`config.mk`:
```
export PLATFORM = sky130hd
export DESIGN_NAME = traffic_receiver_mc
export DESIGN_NICKNAME = d
export VERILOG_FILES = /design/src/rtl/traffic_receiver_mc.sv
export SDC_FILE = /design/constraint.sdc
export NUM_CORES = 1
export LEC_CHECK = 0
export ABC_AREA = 1
export CAP_MARGIN = 20
export CORE_MARGIN = 2
export CORE_UTILIZATION = 45
export CTS_CLUSTER_SIZE = 8
export DETAILED_ROUTE_END_ITERATION = 7
export DONT_BUFFER_PORTS = 1
export PLACE_DENSITY = 0.71
export SETUP_SLACK_MARGIN = 0.2
export SYNTH_ARGS = -nofsm -noshare
export SYNTH_HDL_FRONTEND = slang
export SYNTH_SLANG_ARGS = --single-unit
```
`constraint.sdc`:
```
create_clock -name clk -period 10.3 [get_ports clk]
set_input_delay 1.545 -clock clk [delete_from_list [all_inputs] [get_ports clk]]
set_output_delay 1.545 -clock clk [all_outputs]
set_load 0.03 [all_outputs]
```
`src/rtl/traffic_receiver_mc.sv`:
```
// Multi-channel PIFO drain: per-channel LFSR-gated eligibility, round-robin grant,
// optional fixed-length bursts, saturating packet counters and priority-order checking.
module traffic_receiver_mc #(
  parameter int NUM_CH  = 4,
  parameter int RATE_W  = 8,
  parameter int PRIO_W  = 16,
  parameter int CNT_W   = 32,
  parameter int BURST_W = 4
) (
  input  logic                     clk,
  input  logic                     reset,
  input  logic [NUM_CH*RATE_W-1:0] i__ejrate,
  input  logic [NUM_CH*RATE_W-1:0] i__seed,
  input  logic                     i__mode,
  input  logic [BURST_W-1:0]       i__burst_len,
  input  logic                     i__receive_phase,
  input  logic [NUM_CH-1:0]        i__pifo_ready,
  input  logic [NUM_CH*PRIO_W-1:0] i__packet_priority,
  output logic [NUM_CH-1:0]        o__dequeue,
  output logic [NUM_CH*CNT_W-1:0]  o__pkts_recvd,
  output logic [CNT_W-1:0]         o__total_recvd,
  output logic [NUM_CH-1:0]        o__order_error
);

  localparam int PTR_W = (NUM_CH > 1) ? $clog2(NUM_CH) : 1;

  // Feedback tap masks for maximal-length Fibonacci LFSRs (bit n-1 set for tap n).
  function automatic logic [31:0] lfsr_taps(input int w);
    case (w)
      2:       return 32'h0000_0003;
      3:       return 32'h0000_0006;
      4:       return 32'h0000_000C;
      5:       return 32'h0000_0014;
      6:       return 32'h0000_0030;
      7:       return 32'h0000_0060;
      8:       return 32'h0000_00B8;
      9:       return 32'h0000_0110;
      10:      return 32'h0000_0240;
      11:      return 32'h0000_0500;
      12:      return 32'h0000_0829;
      13:      return 32'h0000_100D;
      14:      return 32'h0000_2015;
      15:      return 32'h0000_6000;
      16:      return 32'h0000_D008;
      17:      return 32'h0001_2000;
      18:      return 32'h0002_0400;
      19:      return 32'h0004_0023;
      20:      return 32'h0009_0000;
      21:      return 32'h0014_0000;
      22:      return 32'h0030_0000;
      23:      return 32'h0042_0000;
      24:      return 32'h00E1_0000;
      32:      return 32'h8020_0003;
      default: return 32'h0000_0003 << (w - 2);
    endcase
  endfunction

  localparam logic [RATE_W-1:0] TAPS    = RATE_W'(lfsr_taps(RATE_W));
  localparam logic [RATE_W-1:0] LFSR_ONE = RATE_W'(1);

  typedef enum logic {
    ST_IDLE  = 1'b0,
    ST_BURST = 1'b1
  } state_t;

  state_t               state, state_nxt;
  logic [PTR_W-1:0]     ptr, ptr_nxt;
  logic [PTR_W-1:0]     lat_ch, lat_nxt;
  logic [BURST_W-1:0]   remaining, rem_nxt;
  logic [CNT_W-1:0]     total;
  logic                 phase_q;
  logic                 phase_rise;
  logic [NUM_CH-1:0]    elig;
  logic [NUM_CH-1:0]    deq;
  logic                 grant_valid;
  logic [PTR_W-1:0]     gidx;
  logic [PTR_W-1:0]     idx;

  assign phase_rise = i__receive_phase & ~phase_q;

  // Round-robin search starting at ptr.
  always_comb begin
    grant_valid = 1'b0;
    gidx        = '0;
    idx         = '0;
    for (int k = 0; k < NUM_CH; k++) begin
      idx = PTR_W'((int'(ptr) + k) % NUM_CH);
      if (!grant_valid && elig[idx]) begin
        grant_valid = 1'b1;
        gidx        = idx;
      end
    end
  end

  // Burst dequeues bypass LFSR and arbitration; a missed cycle aborts the burst.
  always_comb begin
    state_nxt = state;
    ptr_nxt   = ptr;
    lat_nxt   = lat_ch;
    rem_nxt   = remaining;
    deq       = '0;
    if (!reset) begin
      case (state)
        ST_IDLE: begin
          if (grant_valid) begin
            deq[gidx] = 1'b1;
            ptr_nxt   = PTR_W'((int'(gidx) + 1) % NUM_CH);
            if (i__mode && (i__burst_len > BURST_W'(1))) begin
              state_nxt = ST_BURST;
              lat_nxt   = gidx;
              rem_nxt   = i__burst_len - BURST_W'(1);
            end
          end
        end
        ST_BURST: begin
          if (i__receive_phase && i__pifo_ready[lat_ch]) begin
            deq[lat_ch] = 1'b1;
            rem_nxt     = remaining - BURST_W'(1);
            if (remaining == BURST_W'(1)) begin
              state_nxt = ST_IDLE;
            end
          end else begin
            state_nxt = ST_IDLE;
          end
        end
        default: state_nxt = ST_IDLE;
      endcase
    end
  end

  always_ff @(posedge clk) begin
    if (reset) begin
      state     <= ST_IDLE;
      ptr       <= '0;
      lat_ch    <= '0;
      remaining <= '0;
      total     <= '0;
      phase_q   <= 1'b0;
    end else begin
      state     <= state_nxt;
      ptr       <= ptr_nxt;
      lat_ch    <= lat_nxt;
      remaining <= rem_nxt;
      phase_q   <= i__receive_phase;
      if ((|deq) && (total != {CNT_W{1'b1}})) begin
        total <= total + CNT_W'(1);
      end
    end
  end

  for (genvar c = 0; c < NUM_CH; c++) begin : g_ch
    logic [RATE_W-1:0] seed_c;
    logic [RATE_W-1:0] rate_c;
    logic [PRIO_W-1:0] prio_c;
    logic [RATE_W-1:0] lfsr;
    logic [CNT_W-1:0]  cnt;
    logic [PRIO_W-1:0] last_prio;
    logic              armed;
    logic              order_err;
    logic              armed_eff;

    assign seed_c    = i__seed[c*RATE_W +: RATE_W];
    assign rate_c    = i__ejrate[c*RATE_W +: RATE_W];
    assign prio_c    = i__packet_priority[c*PRIO_W +: PRIO_W];
    // A phase start disarms in the same cycle, so its first dequeue is never compared.
    assign armed_eff = armed & ~phase_rise;
    assign elig[c]   = i__receive_phase & i__pifo_ready[c] & (lfsr < rate_c);

    always_ff @(posedge clk) begin
      if (reset) begin
        lfsr      <= (seed_c == '0) ? LFSR_ONE : seed_c;
        cnt       <= '0;
        last_prio <= '0;
        armed     <= 1'b0;
        order_err <= 1'b0;
      end else if (deq[c]) begin
        lfsr      <= {lfsr[RATE_W-2:0], ^(lfsr & TAPS)};
        if (cnt != {CNT_W{1'b1}}) begin
          cnt <= cnt + CNT_W'(1);
        end
        if (armed_eff && (prio_c < last_prio)) begin
          order_err <= 1'b1;
        end
        last_prio <= prio_c;
        armed     <= 1'b1;
      end else if (phase_rise) begin
        armed <= 1'b0;
      end
    end

    assign o__pkts_recvd[c*CNT_W +: CNT_W] = cnt;
    assign o__order_error[c]               = order_err;
  end

  assign o__dequeue     = deq;
  assign o__total_recvd = total;

endmodule

```
Word-level counts from Yosys, hierarchy flattened
Index checks and enable logic that the tools add are counted.

Output and inout bits: 168. Register bits: 274. Logic and storage cells: 174.

Magnitude comparators: 17. $add $sub $neg: 11. Reduce and logical (&&, ||, !) cells: 43. Multiplexer cells: 52. Equality and inequality tests: 9. Bitwise operators: 16.

Operator list (number): 32-bit by 1-bit adder with 32-bit output, second input constant (5); 32-bit != test, second input constant (5); 8-bit 2-to-1 mux (12); 16-bit less-than comparator (4); 8-bit zero test (4); 8-bit less-than comparator (4); 8-bit parity (4); 4-bit 2-to-1 mux (6); 1-bit 2-to-1 mux (20); 2-bit by 3-bit less-than comparator with 1-bit output, second input constant (6); 2-bit AND reduction (9); 4-bit one-hot mux with 2 select lines (2); 2-bit nonzero test (8); 1-bit AND (13); 1-bit logical AND (12); 1-bit binary-select mux with 2-bit select (5); 2-bit 2-to-1 mux (4); 4-bit by 1-bit subtractor with 4-bit output, second input constant (2); 3-bit AND reduction (2); 2-bit by 1-bit adder with 2-bit output, second input constant (2); 2-bit adder, second input constant (2); 1-bit demux with 2-bit select (2); 4-bit by 1-bit equality test with 1-bit output, second input constant (1); 2-bit by 1-bit greater-or-equal comparator with 1-bit output, second input constant (2); 7 further kinds (12).

Longest topological paths before layout
Gate-level depths: netlist of run 1.

Depth after elaboration: 23. Gate-level depth with buffers: 29. Depth with buffers taken out: 28.

Worst setup path after synthesis of run 1
OpenSTA, ideal clock, no wires.

Path kind: input port to output port. Start point: in i__ejrate[7]. End point: out o__dequeue[0]. Stages on the path: 22. Required time: 8.755 ns. Arrival time: 3.988 ns. Path slack: 4.767 ns. Path through: inv_1 > ha_1 > nand2_1 > inv_1 > and3_1 > nor2_1 > nand3_1 > nand2_1 > nand2_1 > nand2_1 > a21oi_1 > nand2_1 > nand2_1 > xor2_1 > nor2_1 > inv_1 > ha_1 > nand3_1 > nand2_1 > nand2_1 > clkinv_1 > buf_2.

Longest elaborated chain between the ends: 21. Elaborated cells between the ends (all ways): 32.

RTL lines: start: declaration (line 12) `input logic [NUM_CH*RATE_W-1:0] i__ejrate,`; 8-bit less-than comparator * (line 167) `assign elig[c] = i__receive_phase & i__pifo_ready[c] & (lfsr < rate_c);`; 1-bit AND * (line 167); 1-bit binary-select mux with 2-bit select (line 88) `if (!grant_valid && elig[idx]) begin`; 1-bit 2-to-1 mux (not written as such) (line 88); 1-bit 2-to-1 mux (line 88); 1-bit zero test (line 88); 1-bit logical AND (line 88); 1-bit 2-to-1 mux (line 88); [... 6 more ...]; named net gidx[0] (line 76) `logic [PTR_W-1:0] gidx;`; 2-bit by 3-bit less-than comparator with 1-bit output (not written as such) or 2-bit by 1-bit greater-or-equal comparator with 1-bit output (tied branches) (line 106) `deq[gidx] = 1'b1;`; 1-bit logical AND (not written as such) (line 106); 1-bit 2-to-1 mux (not written as such) (line 106); 1-bit demux with 2-bit select * (line 106); 4-bit 2-to-1 mux * (line 105) `if (grant_valid) begin`; 4-bit one-hot mux with 2 select lines * (line 103) `case (state)`; 4-bit 2-to-1 mux * (line 102) `if (!reset) begin`; end: declaration (line 19) `output logic [NUM_CH-1:0] o__dequeue,`.

Mark *: on every way through the listed nets, which the timed path passes. The rest lies on a longest branch. The select of a mux whose other input is x is not followed.

Final worst setup path of run 1
Start point: in i__ejrate[31]. End point: out o__dequeue[2].

Same word-level chain as after synthesis.

==> results of run 1 <==
## path summary, 6_finish.rpt
path                        start                   end  slack [ns]  cells after the start
max                 i__ejrate[31]         o__dequeue[2]        4.22                     21
min          g_ch[0].last_prio[9]  g_ch[0].last_prio[9]        0.48                      2
max reg2reg       g_ch[3].lfsr[7]    o__total_recvd[31]        5.81                     21
min reg2reg  g_ch[0].last_prio[9]  g_ch[0].last_prio[9]        0.48                      2
## cell usage after synthesis, types with 3 or more instances
| master | count |
|---|---|
| a211oi_1 | 8 |
| a21oi_1 | 153 |
| a31oi_1 | 4 |
| and3_1 | 5 |
| buf_1 | 10 |
| buf_2 | 19 |
| buf_4 | 12 |
| buf_6 | 4 |
| clkbuf_1 | 22 |
| dfxtp_1 | 242 |
| edfxtp_1 | 32 |
| ha_1 | 101 |
| inv_1 | 308 |
| inv_2 | 3 |
| nand2_1 | 470 |
| nand2_2 | 7 |
| nand3_1 | 160 |
| nand3_2 | 9 |
| nand3b_1 | 7 |
| nand4_1 | 53 |
| nor2_1 | 226 |
| nor2_2 | 5 |
| nor2_4 | 4 |
| nor3_1 | 79 |
| nor3_2 | 3 |
| nor3b_1 | 16 |
| nor4_1 | 22 |
| o2111ai_1 | 3 |
| o211ai_1 | 4 |
| o21a_1 | 29 |
| o21ai_0 | 130 |
| or2_2 | 3 |
| or4_1 | 5 |
| xnor2_1 | 23 |
| xor2_1 | 27 |
## per-stage QoR
step	hold slack, ns	cells	total power [µW]	area (µm²)	utilization [%]
floorplan	0.430	2230	2640	15800	-
global placement	0.466	2623	2890	16000	46.4
global route	0.504	2678	4460	17100	49.6
detailed placement	0.475	2624	2960	16000	46.4
CTS	0.483	2677	4190	17100	49.6
finish	0.479	2678	4150	17100	49.6
## worst max-delay path: cells and delay by family
kind / cells / cell delay [ns]
AND/OR/NAND/NOR: 13 / 1.44
buffers and inverters: 4 / 0.66
adder cells (fa/ha/maj): 2 / 0.45
XOR/XNOR: 1 / 0.18
AO/OA/AOI/OAI: 1 / 0.23
## registers in the layout, indices dropped and copies added, names as in the netlist
register,cells
g_ch.armed,4
g_ch.cnt,128
g_ch.last_prio,64
g_ch.lfsr,32
g_ch.order_err,4
lat_ch,2
o__total_recvd,32
phase_q,1
ptr,2
remaining,4
state,1
## layout make-up
class	instances	area, µm²	share of cell area (%)
multi-input combinational	1576	8430	49.1
sequential	274	5810	33.9
inverter	312	1170	6.84
clock buffer	50	1060	6.18
tap	455	569	3.32
timing repair buffer	8	65.1	0.379
clock inverter	3	47.5	0.277
## logic make-up after synthesis
group | share of synthesized area (%)
DFF | 36.8
adders and majority gates | 8.01
buffers and inverters | 9.74
xor gates and xnor gates | 2.78
and+or+nand+nor | 30.7
AOI/OAI and AO/OA | 12.0
## layer usage
layer | up-vias | share of wire (%) | track usage (%)
met5 | - | 0 | 0
met4 | 0 | 3.3 | 9.38
met3 | 87 | 10 | 7.80
met2 | 445 | 46 | 37.2
met1 | 6605 | 41 | 26.5
li1 | 7307 | - | -
## power groups by stage
stage	sequential (µW)	clock [µW]	combinational, µW
after floorplan	1440	0	1200
after global placement	1490	0	1400
after detailed placement	1490	0	1470
after CTS	1470	1240	1480
after global routing	1490	1280	1690
final	1470	1210	1470
==> results.py, run 1 <==
metrics = {
    "route": {
        "via_per_inst": 5.39,
        "drt_wl_total_mm": 41.9,
        "first_pass_iters": 5,
        "drt_iter0_markers": 763,
        "wl_per_cell_um": 15.6,
        "ant_nets": 0,
        "dr_total_vias": 14444,
        "route.detailed.drc": 0,
    },
    "critical_path": {
        "arrival_ns": 4.53,
        "slowest_delay_ns": 0.31,
        "start_kind": "primary input",
        "worstPathCellList": "inv_1, ha_1, nand2_1, nor3b_1, nor2_1, nand2_1, nand2_1, nand3_1, nand2_1, a21oi_1, nand2_1, nand2_1, xor2_1, nor2_1, inv_1, ha_1, nand3_2, nand2_2, nand2_1, inv_1, buf_4",
        "worstPathMaxFanout": 18,
        "crit_required_ns": 8.76,
        "end_kind": "output pin",
        "slowest_stage": "buf_4",
        "crit_top_cell": "nand2_1",
        "critPathKind": "in -> out",
    },
    "placement": {
        "gp_congestion": 0.876,
        "detailed_place_hpwl_mm": 30.4,
        "pre_cts_ws_ns": 4.26,
        "io_buffers": 0,
    },
    "status": {
        "status": "finished, final reports clean",
    },
    "power_and_ir_drop": {
        "peakVddDrop_uv": 150,
        "p_int_uw": 2480,
        "clkPwrFrac_pct": 29.1,
        "power_density_mw_per_mm2": 242,
        "swShare_pct": 40.4,
        "pwr-share-seq_pct": 35.5,
        "p_switching_uw": 1680,
        "power.leakage_uw": 0.00673,
        "combPwrFrac_pct": 35.4,
    },
    "timing": {
        "maxSlewViolCount": 0,
        "setup_viol": 0,
        "hold_violations": 0,
        "max_freq_mhz": 165,
        "fin_skew_ns": 0.0211,
        "fin_crit_sh_pct": 59.0,
        "fin_ws_ns": 4.22,
        "maxSlewHeadroom_pct": 30.2,
        "tightest_slew_ns": 1.04,
        "tns_ns": 0,
        "rsz0062_at_grt": "false",
        "fin_crit_ns": 6.08,
    },
    "grt": {
        "grt_pass1_wl_mm": 66.9,
        "antenna_found_initial": 0,
        "grtUsageTotal_pct": 22.5,
        "overflow": 0,
        "grt_max_degree": 109,
        "grt_pass1_vias": 13848,
    },
    "synth": {
        "syn_area_per_cell_um2": 7.07,
        "synth_area_leaders": "dfxtp_1 (31%), nand2_1 (11%), ha_1 (8.0%)",
        "synth_nets": 2471,
        "yosys_warnings": 0,
        "synthArstFlopShare_pct": 0,
        "synth_edf_count": 32,
        "synth_ff_type": "dfxtp_1",
        "syn_inst": 2230,
        "synth-seq-cells": 274,
        "synth_area_leader_cell": "dfxtp_1",
        "synth_area_mm2": 0.0158,
        "ys_types": 52,
        "synth_top_area_share_pct": 30.7,
        "yosysSeqAreaShare_pct": 36.8,
    },
    "hold_path": {
        "hp-class": "reg -> reg",
    },
    "final_layout": {
        "nFillCells": 3377,
        "syn2layout_area_growth_pct": 8.74,
        "drive_gt1_share_pct": 4.00,
        "antenna_cells": 0,
        "layout_commonest_cell": "nand2_1",
        "nNetsFinal": 2453,
        "final_cell_mix": "nand2_1 (470), inv_1 (307), dfxtp_1 (242)",
    },
    "clock_tree": {
        "cts_made_buffers": 40,
        "hold_buffers": 0,
        "clock_sinks": 274,
        "cts_setup_buffers": 0,
        "cts_root_buffer": "clkbuf_16",
        "clockBufferDepth": 3,
        "insertion_delay_ns": 0.55,
        "cts_tree": "yes",
        "htreeDepth": 2,
        "clkTransAtPathRegs_ns": 0.05,
        "ctsResizeCount": 0,
    },
    "die": {
        "die_area_mm2": 0.0366,
        "io-pin-count": 308,
        "die_y_um": 191,
        "start_util_pct": 45.6,
        "num_rows": 68,
        "die_w_um": 191,
        "core-area_mm2": 0.0345,
    },
    "run": {
        "drv_cap": 0,
    },
}
Power figures use the tool's default switching activity.
==> run 2, diff against run 1 <==
--- a/config.mk
+++ b/config.mk
@@ -12,7 +12,7 @@
 export CTS_CLUSTER_SIZE = 8
 export DETAILED_ROUTE_END_ITERATION = 7
 export DONT_BUFFER_PORTS = 1
-export PLACE_DENSITY = 0.71
+export PLACE_DENSITY = 0.73
 export SETUP_SLACK_MARGIN = 0.2
 export SYNTH_ARGS = -nofsm -noshare
 export SYNTH_HDL_FRONTEND = slang
==> constraint.sdc (replaced) <==
create_clock -name clk -period 4.9 [get_ports clk]
set_input_delay 0.735 -clock clk [delete_from_list [all_inputs] [get_ports clk]]
set_output_delay 0.735 -clock clk [all_outputs]
set_load 0.03 [all_outputs]
==> run 2 against run 1 <==
Net effect: largest power group is now combinational logic; sequential power is 110% higher; sequential share of layout area is 0.16 points lower; register-to-register slack got worse by 5.0 ns; die area unchanged; flip-flop and latch count did not move; critical path depth down 3; non-clock buffer count up 8; first-iteration DRC count fell by 14%; power is 110% higher; combinational power up 120%.
==> results.py, run 2 (synthesis results as in run 1) <==
metrics = {
    "power_and_ir_drop": {
        "peakVddDrop_uv": 287,
        "power_density_mw_per_mm2": 512,
        "power.leakage_uw": 0.00673,
    },
    "grt": {
        "grt_pass1_wl_mm": 67.3,
        "overflow": 0,
        "grt_pass1_vias": 13909,
        "antenna_found_initial": 0,
        "grt_max_degree": 109,
        "grtUsageTotal_pct": 22.4,
    },
    "critical_path": {
        "worstPathCellList": "ha_1, nand2_1, nor3b_1, nor2_1, nand2_1, nand2_1, nand3_1, nand2_1, a21oi_2, nand2_1, nand2_1, xor2_1, nor2_2, ha_1, nand3_2, nand2_1, nand2_1, clkinvlp_4",
        "start_kind": "flop",
        "reg2reg_to": "o__total_recvd[15]",
        "crit_path_start": "g_ch[2].lfsr[7]",
        "crit_family": "simple AND/OR/NAND/NOR gates",
        "arrival_ns": 3.65,
        "crit_required_ns": 4.16,
        "crit_end": "o__dequeue[3]",
        "critPathKind": "reg -> out",
        "r2r-start": "g_ch[2].lfsr[7]",
        "path_buf_inv": 1,
        "worstRegToRegCells": 23,
        "end_kind": "output pin",
        "rrSetupSlack_ns": 0.82,
        "slowest_delay_ns": 0.44,
        "crit_top_cell": "nand2_1",
        "crit_cells": 18,
        "slowest_stage": "edfxtp_1",
        "worstPathMaxFanout": 10,
    },
    "timing": {
        "rsz0062_at_grt": "true",
        "max_freq_mhz": 228,
        "fin_skew_ns": 0.0192,
        "tns_ns": 0,
        "maxSlewViolCount": 0,
        "maxSlewHeadroom_pct": 34.1,
        "fin_crit_sh_pct": 89.5,
        "setup_viol": 0,
        "fin_crit_ns": 4.38,
        "tightest_slew_ns": 0.985,
        "hold_violations": 0,
    },
    "final_layout": {
        "largest_reg_flops": 128,
        "drive_gt1_share_pct": 4.85,
        "nFillCells": 3416,
        "regMostFlops": "g_ch.cnt",
        "layout_commonest_cell": "nand2_1",
        "stdcell_count": 2684,
        "top_regs": "g_ch.cnt (128), g_ch.last_prio (64)",
        "antenna_cells": 0,
        "nNetsFinal": 2462,
        "final_cell_mix": "nand2_1 (465), inv_1 (304), dfxtp_1 (242)",
        "syn2layout_area_growth_pct": 9.25,
    },
    "die": {
        "core-area_mm2": 0.0345,
        "start_util_pct": 45.6,
        "die_w_um": 191,
        "die_y_um": 191,
        "die_area_mm2": 0.0366,
        "io-pin-count": 308,
        "num_rows": 68,
    },
    "hold_path": {
        "hp-class": "in -> reg",
    },
    "clock_tree": {
        "insertion_delay_ns": 0.54,
        "cts_made_buffers": 40,
        "clockBufferDepth": 3,
        "hold_buffers": 0,
        "htreeDepth": 2,
        "cts_root_buffer": "clkbuf_16",
        "clock_sinks": 274,
        "cts_tree": "yes",
        "cts_setup_buffers": 0,
        "clkTransAtPathRegs_ns": 0.05,
    },
    "placement": {
        "gp_congestion": 0.917,
        "detailed_place_hpwl_mm": 31.0,
        "dpl.cell_count": 2633,
        "io_buffers": 0,
    },
    "route": {
        "dr_total_vias": 14605,
        "drt_wl_total_mm": 41.8,
        "drt_iter0_markers": 659,
        "ant_nets": 0,
        "via_per_inst": 5.44,
        "first_pass_iters": 5,
        "route.detailed.drc": 0,
        "wl_per_cell_um": 15.6,
    },
    "status": {
        "status": "finished, final reports clean",
    },
    "run": {
        "drv_cap": 0,
    },
}
[run 2: area by class of cell]
type	count	area [µm²]	share of cell area (%)
sequential	274	5810	33.7
clock inverter	1	30.0	0.174
tap	455	569	3.30
timing repair buffer	16	118	0.683
multi-input combinational	1576	8450	49.0
inverter	312	1190	6.90
timing repair inverter	1	5.00	0.0291
clock buffer	49	1070	6.19
[run 2: stage by stage]
stage / setup WS [ns] / util (%) / total power [µW] / instance area [µm²] / hold slack, ns
6_report: 0.516 / 49.9 / 8820 / 17200 / 0.300
5_1_grt: 0.181 / 49.9 / 9480 / 17200 / 0.271
4_1_cts: 0.220 / 49.8 / 8860 / 17200 / 0.257
3_5_place_dp: 0.352 / 46.6 / 6300 / 16100 / 0.472
3_3_place_gp: 0.457 / 46.6 / 6170 / 16100 / 0.460
2_1_floorplan: 0.987 / - / 5540 / 15800 / 0.430
[run 2: repair_timing]
action	4_1_cts	5_1_grt
setup endpoints to repair	1	4
resized for setup	1	10
gates cloned	0	1
[run 2: how the worst min path moves through the flow]
| stage | cells after the start | startpoint | end | slack (ns) |
|---|---|---|---|---|
| 6_report | 1 | reset | phase_q | 0.30 |
| 5_1_grt | 1 | reset | g_ch[0].order_err | 0.27 |
| 4_1_cts | 1 | reset | g_ch[0].order_err | 0.26 |
| 3_5_place_dp | 2 | g_ch[2].last_prio[0] | g_ch[2].last_prio[0] | 0.47 |
| 3_3_place_gp | 2 | g_ch[3].last_prio[0] | g_ch[3].last_prio[0] | 0.46 |
| 2_1_floorplan | 2 | g_ch[0].order_err | g_ch[0].order_err | 0.43 |
[run 2: report_power, final]
part           internal, µW  switching, µW  leakage [µW]
Sequential             2730            357       0.00228
Clock                  1550            953      0.000535
Combinational           997           2240       0.00392
[run 2: routing by layer]
layer / track usage [%] / share of wire, % / vias to the layer above
li1: - / - / 7332
met1: 26.0 / 41 / 6756
met2: 37.7 / 46 / 419
met3: 7.84 / 9.8 / 98
met4: 9.20 / 3.4 / 0
met5: 0 / 0 / -
==> run 3, diff against run 2 <==
--- a/config.mk
+++ b/config.mk
@@ -7,13 +7,15 @@
 export LEC_CHECK = 0
 export ABC_AREA = 1
 export CAP_MARGIN = 20
-export CORE_MARGIN = 2
+export CORE_MARGIN = 1
 export CORE_UTILIZATION = 45
 export CTS_CLUSTER_SIZE = 8
 export DETAILED_ROUTE_END_ITERATION = 7
 export DONT_BUFFER_PORTS = 1
 export PLACE_DENSITY = 0.73
+export RECOVER_POWER = 50
 export SETUP_SLACK_MARGIN = 0.2
 export SYNTH_ARGS = -nofsm -noshare
 export SYNTH_HDL_FRONTEND = slang
 export SYNTH_SLANG_ARGS = --single-unit
+export TNS_END_PERCENT = 30
==> run 3 against run 2 <==
Net effect: the flow now finishes with violations (capacitance limit, slew limit); utilization fell by 0.18 points; critical endpoint is now o__dequeue[2]; combinational power fell by 3%; wire length fell by 0.31%.
==> results.py, run 3 (synthesis results as in run 1) <==
metrics = {
    "status": {
        "status": "finished, violations left",
        "violations": "capacitance limit, slew limit",
    },
    "critical_path": {
        "crit_top_cell": "nand2_1",
        "crit_required_ns": 4.16,
        "critPathKind": "reg -> out",
        "path_buf_inv": 2,
        "crit_end": "o__dequeue[2]",
        "reg2reg_to": "o__total_recvd[0]",
        "arrival_ns": 3.73,
        "slowest_delay_ns": 0.42,
        "crit_path_start": "g_ch[1].lfsr[6]",
        "slowest_stage": "edfxtp_1",
        "crit_cells": 19,
        "crit_family": "simple AND/OR/NAND/NOR gates",
        "start_kind": "flop",
        "rrSetupSlack_ns": 0.80,
        "worstPathMaxFanout": 8,
        "end_kind": "output pin",
        "worstRegToRegCells": 23,
        "r2r-start": "g_ch[1].lfsr[6]",
        "worstPathCellList": "ha_1, nand2_1, nor3b_1, nor2_1, nand3_1, nand2_1, nand2_1, nand2_1, a21oi_1, nand2_1, nand2_1, xor2_1, nor2_2, inv_1, ha_1, nand3_1, nand2_1, nand2_1, clkinvlp_4",
    },
    "die": {
        "die_w_um": 189,
        "core-area_mm2": 0.0345,
        "die_area_mm2": 0.0358,
        "num_rows": 68,
        "die_y_um": 189,
        "start_util_pct": 45.6,
        "io-pin-count": 308,
    },
    "route": {
        "route.detailed.drc": 0,
        "via_per_inst": 5.38,
        "first_pass_iters": 7,
        "drt_wl_total_mm": 41.7,
        "drt_iter0_markers": 770,
        "dr_total_vias": 14448,
        "ant_nets": 0,
        "wl_per_cell_um": 15.5,
    },
    "placement": {
        "gp_congestion": 0.929,
        "detailed_place_hpwl_mm": 30.7,
        "io_buffers": 0,
    },
    "timing": {
        "setup_viol": 0,
        "hold_violations": 0,
        "maxSlewHeadroom_pct": -28.4,
        "rsz0062_at_grt": "true",
        "max_freq_mhz": 224,
        "tns_ns": 0,
        "maxSlewViolCount": 40,
        "fin_skew_ns": 0.0191,
        "tightest_slew_ns": 1.93,
        "fin_crit_ns": 4.47,
        "fin_crit_sh_pct": 91.2,
    },
    "grt": {
        "grt_pass1_vias": 13901,
        "antenna_found_initial": 0,
        "overflow": 0,
        "grt_pass1_wl_mm": 67.5,
        "grtUsageTotal_pct": 22.8,
        "grt_max_degree": 109,
    },
    "final_layout": {
        "final_cell_mix": "nand2_1 (471), inv_1 (307), dfxtp_1 (242)",
        "final-seq-area_mm2": 0.00581,
        "nNetsFinal": 2461,
        "top_regs": "g_ch.cnt (128), g_ch.last_prio (64)",
        "antenna_cells": 0,
        "nFillCells": 3431,
        "drive_gt1_share_pct": 4.04,
        "layout_commonest_cell": "nand2_1",
        "syn2layout_area_growth_pct": 8.85,
        "regMostFlops": "g_ch.cnt",
        "post-route-util_pct": 49.7,
        "multi_input_area_mm2": 0.00841,
        "largest_reg_flops": 128,
    },
    "power_and_ir_drop": {
        "power.leakage_uw": 0.00673,
        "peakVddDrop_uv": 325,
        "power_density_mw_per_mm2": 507,
    },
    "clock_tree": {
        "clkTransAtPathRegs_ns": 0.05,
        "cts_made_buffers": 40,
        "cts_tree": "yes",
        "cts_root_buffer": "clkbuf_16",
        "clock_sinks": 274,
        "insertion_delay_ns": 0.53,
        "hold_buffers": 0,
        "htreeDepth": 2,
        "clockBufferDepth": 3,
    },
    "hold_path": {
        "hp-class": "in -> reg",
    },
    "run": {
        "drv_cap": 1,
    },
}
run 3: cell types whose count changed in the layout (fill, tap and decap cells not counted), sizes merged:
cell      before  now
clkinv         0    1
inv          308  311
clkbuf        49   53
clkinvlp       5    2
buf           16   11
run 3: stage by stage:
stage / instance area, µm² / instances / worst slack (ns) / hold WS, ns / total power [µW]
global placement: 16100 / 2632 / 0.554 / 0.458 / 6140
finish: 17200 / 2684 / 0.431 / 0.289 / 8710
floorplan: 15800 / 2230 / 0.987 / 0.430 / 5540
global route: 17200 / 2684 / 0.0773 / 0.255 / 9360
detailed placement: 16100 / 2633 / 0.437 / 0.469 / 6280
CTS: 17200 / 2684 / 0.333 / 0.255 / 8830
run 3: final cells by class:
type,instances,area share (%)
multi-input combinational,1576,49.0
clock inverter,3,0.321
sequential,274,33.8
timing repair buffer,16,0.590
clock buffer,48,6.07
tap,455,3.32
inverter,312,6.88
run 3: worst min-delay path by stage:
stage / end / start / depth (start not counted) / slack, ns
2_1_floorplan: g_ch[0].order_err / g_ch[0].order_err / 2 / 0.43
3_3_place_gp: g_ch[3].last_prio[0] / g_ch[3].last_prio[0] / 2 / 0.46
3_5_place_dp: g_ch[2].last_prio[0] / g_ch[2].last_prio[0] / 2 / 0.47
4_1_cts: g_ch[0].order_err / reset / 1 / 0.25
5_1_grt: g_ch[0].order_err / reset / 1 / 0.25
6_report: g_ch[1].order_err / reset / 1 / 0.29
run 3: power by group:
group	switching, µW	internal [µW]
combinational	2170	957
clock	975	1530
sequential	355	2730
total	3500	5210
run 3: per-layer routing:
metal	routed length (µm)	vias to the layer above	share of wire [%]	GRT usage, %
met3	4030	86	9.7	7.12
met5	0	-	0	0
met1	17000	6579	41	26.9
li1	-	7330	-	-
met2	19400	453	46	38.5
met4	1240	0	3.0	8.56
run 3: timing repair:
| item | 4_1_cts | 5_1_grt |
|---|---|---|
| resized for setup | 0 | 3 |
| endpoints found under the setup margin | 0 | 4 |
| buffers inserted | 0 | 0 |
==> edit, RTL diff (settings of run 3) <==
The parameter `BURST_W` goes from 4 to 3.
--- a/src/rtl/traffic_receiver_mc.sv
+++ b/src/rtl/traffic_receiver_mc.sv
@@ -5,7 +5,7 @@
   parameter int RATE_W  = 8,
   parameter int PRIO_W  = 16,
   parameter int CNT_W   = 32,
-  parameter int BURST_W = 4
+  parameter int BURST_W = 3
 ) (
   input  logic                     clk,
   input  logic                     reset,
Ports: changed (resized i__burst_len); port bits go from 308 to 307. No check against the original RTL was run, so the function may have changed too.
==> edit against run 3 <==
- final cell count is 1.5% higher
- critical path type unchanged
- largest power group unchanged
- highest routed layer unchanged
- first-iteration DRC count rose by 7.9%
- sequential cell count is 1 lower
- critical endpoint is now o__dequeue[3]
- combinational power rose by 5%
- synthesized area up 0.71%
- final area up 1.2%
- routed wire length rose by 2.6%
- power is 1.8% higher
- worst setup slack got worse by 6.3 ps
==> edit: results (changes against run 3) <==
Routed vias/inst: 5.47 (+1.7%)
Placed inst area: 16300 um^2 (+1.0%)
Synth cell types: 47 (-9.6%)
Synth area leaders: dfxtp_1 (30%), nand2_1 (12%), ha_1 (8.0%)
Initial antenna violation count: 0 (unchanged)
HP Class: in2reg
Met1 usage: 27.8% (+0.88 points)
Setup TNS Final: 0 ps (unchanged)
Uppermost routed layer: met4
Final Non-Filler Cells: 2724 (+1.5%)
DR iter-0 viols: 831 (+7.9%)
RR Startpoint: g_ch[2].lfsr[6]
Pre-CTS setup slack: 274 ps (-163 ps)
Crit path largest cell delay: 410 ps
Clock Root Buffer: clkbuf_16
Placer Congestion: 0.925 (-0.38%)
Skew final: 23.5 ps (+4.35 ps)
Hold path start: reset
Met2 Resource Use GR: 39.3% (+0.76 points)
Ys Warns: 0 (unchanged)
Vias in the first global route: 14.3k (+2.8%)
1st-pass router iterations: 6 (-1)
Top cells by count, synth: nand2_1 (498), inv_1 (297), dfxtp_1 (241)
Global-route wire length before repair: 70000 um (+3.6%)
Nets: 2498 (+1.5%)
Status: completed
M3 GR Usage: 7.49% (+0.37 points)
Share of layout cells above drive strength 1: 5.24% (+1.2 points)
Post-DP HPWL: 31700 um (+3.0%)
Rel. slew slack: 6.03% (+34 points)
Leak pwr: 6.69 nW (-0.57%)
Critical Path End: o__dequeue[3]
Critical path peak fanout: 5 (-3)
DR WL met3: 3930 um (-2.3%)
Largest net degree at the start of global routing: 111 (+1.8%)
Antenna Cells: 0 (unchanged)
Seq/Total Area, Yosys: 36.4% (-0.39 points)
Met1 wire length: 17700 um (+4.2%)
PortBufs: 0 (unchanged)
CTS H-Tree Depth: 2 (unchanged)
Total Routing Usage GR: 23.4% (+0.64 points)
CP max stage cell: edfxtp_1
Peak supply drop: 0.525 mV (+62%)
R2R Setup Slk: 700 ps (-100 ps)
Routed wire length: 42700 um (+2.6%)
Syn Area/Cell: 7.02 um^2 (-0.75%)
Met2 routed WL: 19700 um (+2.0%)
Reg2Reg Depth: 22 (-4.3%)
Worst Path Arrival: 3740 ps (about the same)
edit: how the worst min path moves through the flow:
| stage | depth (start not counted) | end | slack [ps] |
|---|---|---|---|
| final | 1 | g_ch[1].cnt[0] | 290 |
| after global routing | 1 | g_ch[1].cnt[0] | 260 |
| after CTS | 1 | g_ch[1].cnt[0] | 250 |
| after detailed placement | 2 | g_ch[0].last_prio[0] | 470 |
| after global placement | 2 | g_ch[0].last_prio[0] | 460 |
| after floorplan | 2 | g_ch[0].order_err | 430 |
edit: worst max-delay path, delay by kind of cell (launching register included):
family	cells	cell delay (ps)
and+or+nand+nor	11	1450
adders and majority gates	2	530
DFF	1	410
AOI/OAI and AO/OA	2	370
buffers and inverters	1	280
xor gates and xnor gates	1	160
edit: timing repair:
action	in CTS	in global routing
cloned	0	1
gates resized for setup	1	15
setup endpoints to repair	1	10
pin swaps	0	2
setup buffers	0	1
edit: layout make-up:
| class | instances | area, um^2 |
|---|---|---|
| Timing Repair Buffer | 21 | 143 |
| Fill cell | 3309 | 17300 |
| Timing Repair inverter | 1 | 5.00 |
| Tap cell | 455 | 569 |
| Sequential cell | 273 | 5790 |
| Inverter | 302 | 1150 |
| Clock buffer | 50 | 1040 |
| Multi-Input combinational cell | 1619 | 8650 |
| Clock inverter | 3 | 30.0 |
edit: kinds of logic (layout without fill, tap and decap cells):
kind of cell             Yosys count  in the layout  synth area share [%]
buffers and inverters            371            377                  9.34
flip-flops                       273            273                  36.4
AO/OA/AOI/OAI                    338            338                  11.5
AND/OR/NAND/NOR                 1118           1118                  31.4
XOR/XNOR                          62             62                  3.42
adder cells (fa/ha/maj)          101            101                  7.96
edit: power breakdown:
part,total [mW],switching [mW],internal (mW)
clock network,2.44,0.977,1.47
logic,3.28,2.23,1.05
registers,3.14,0.362,2.78
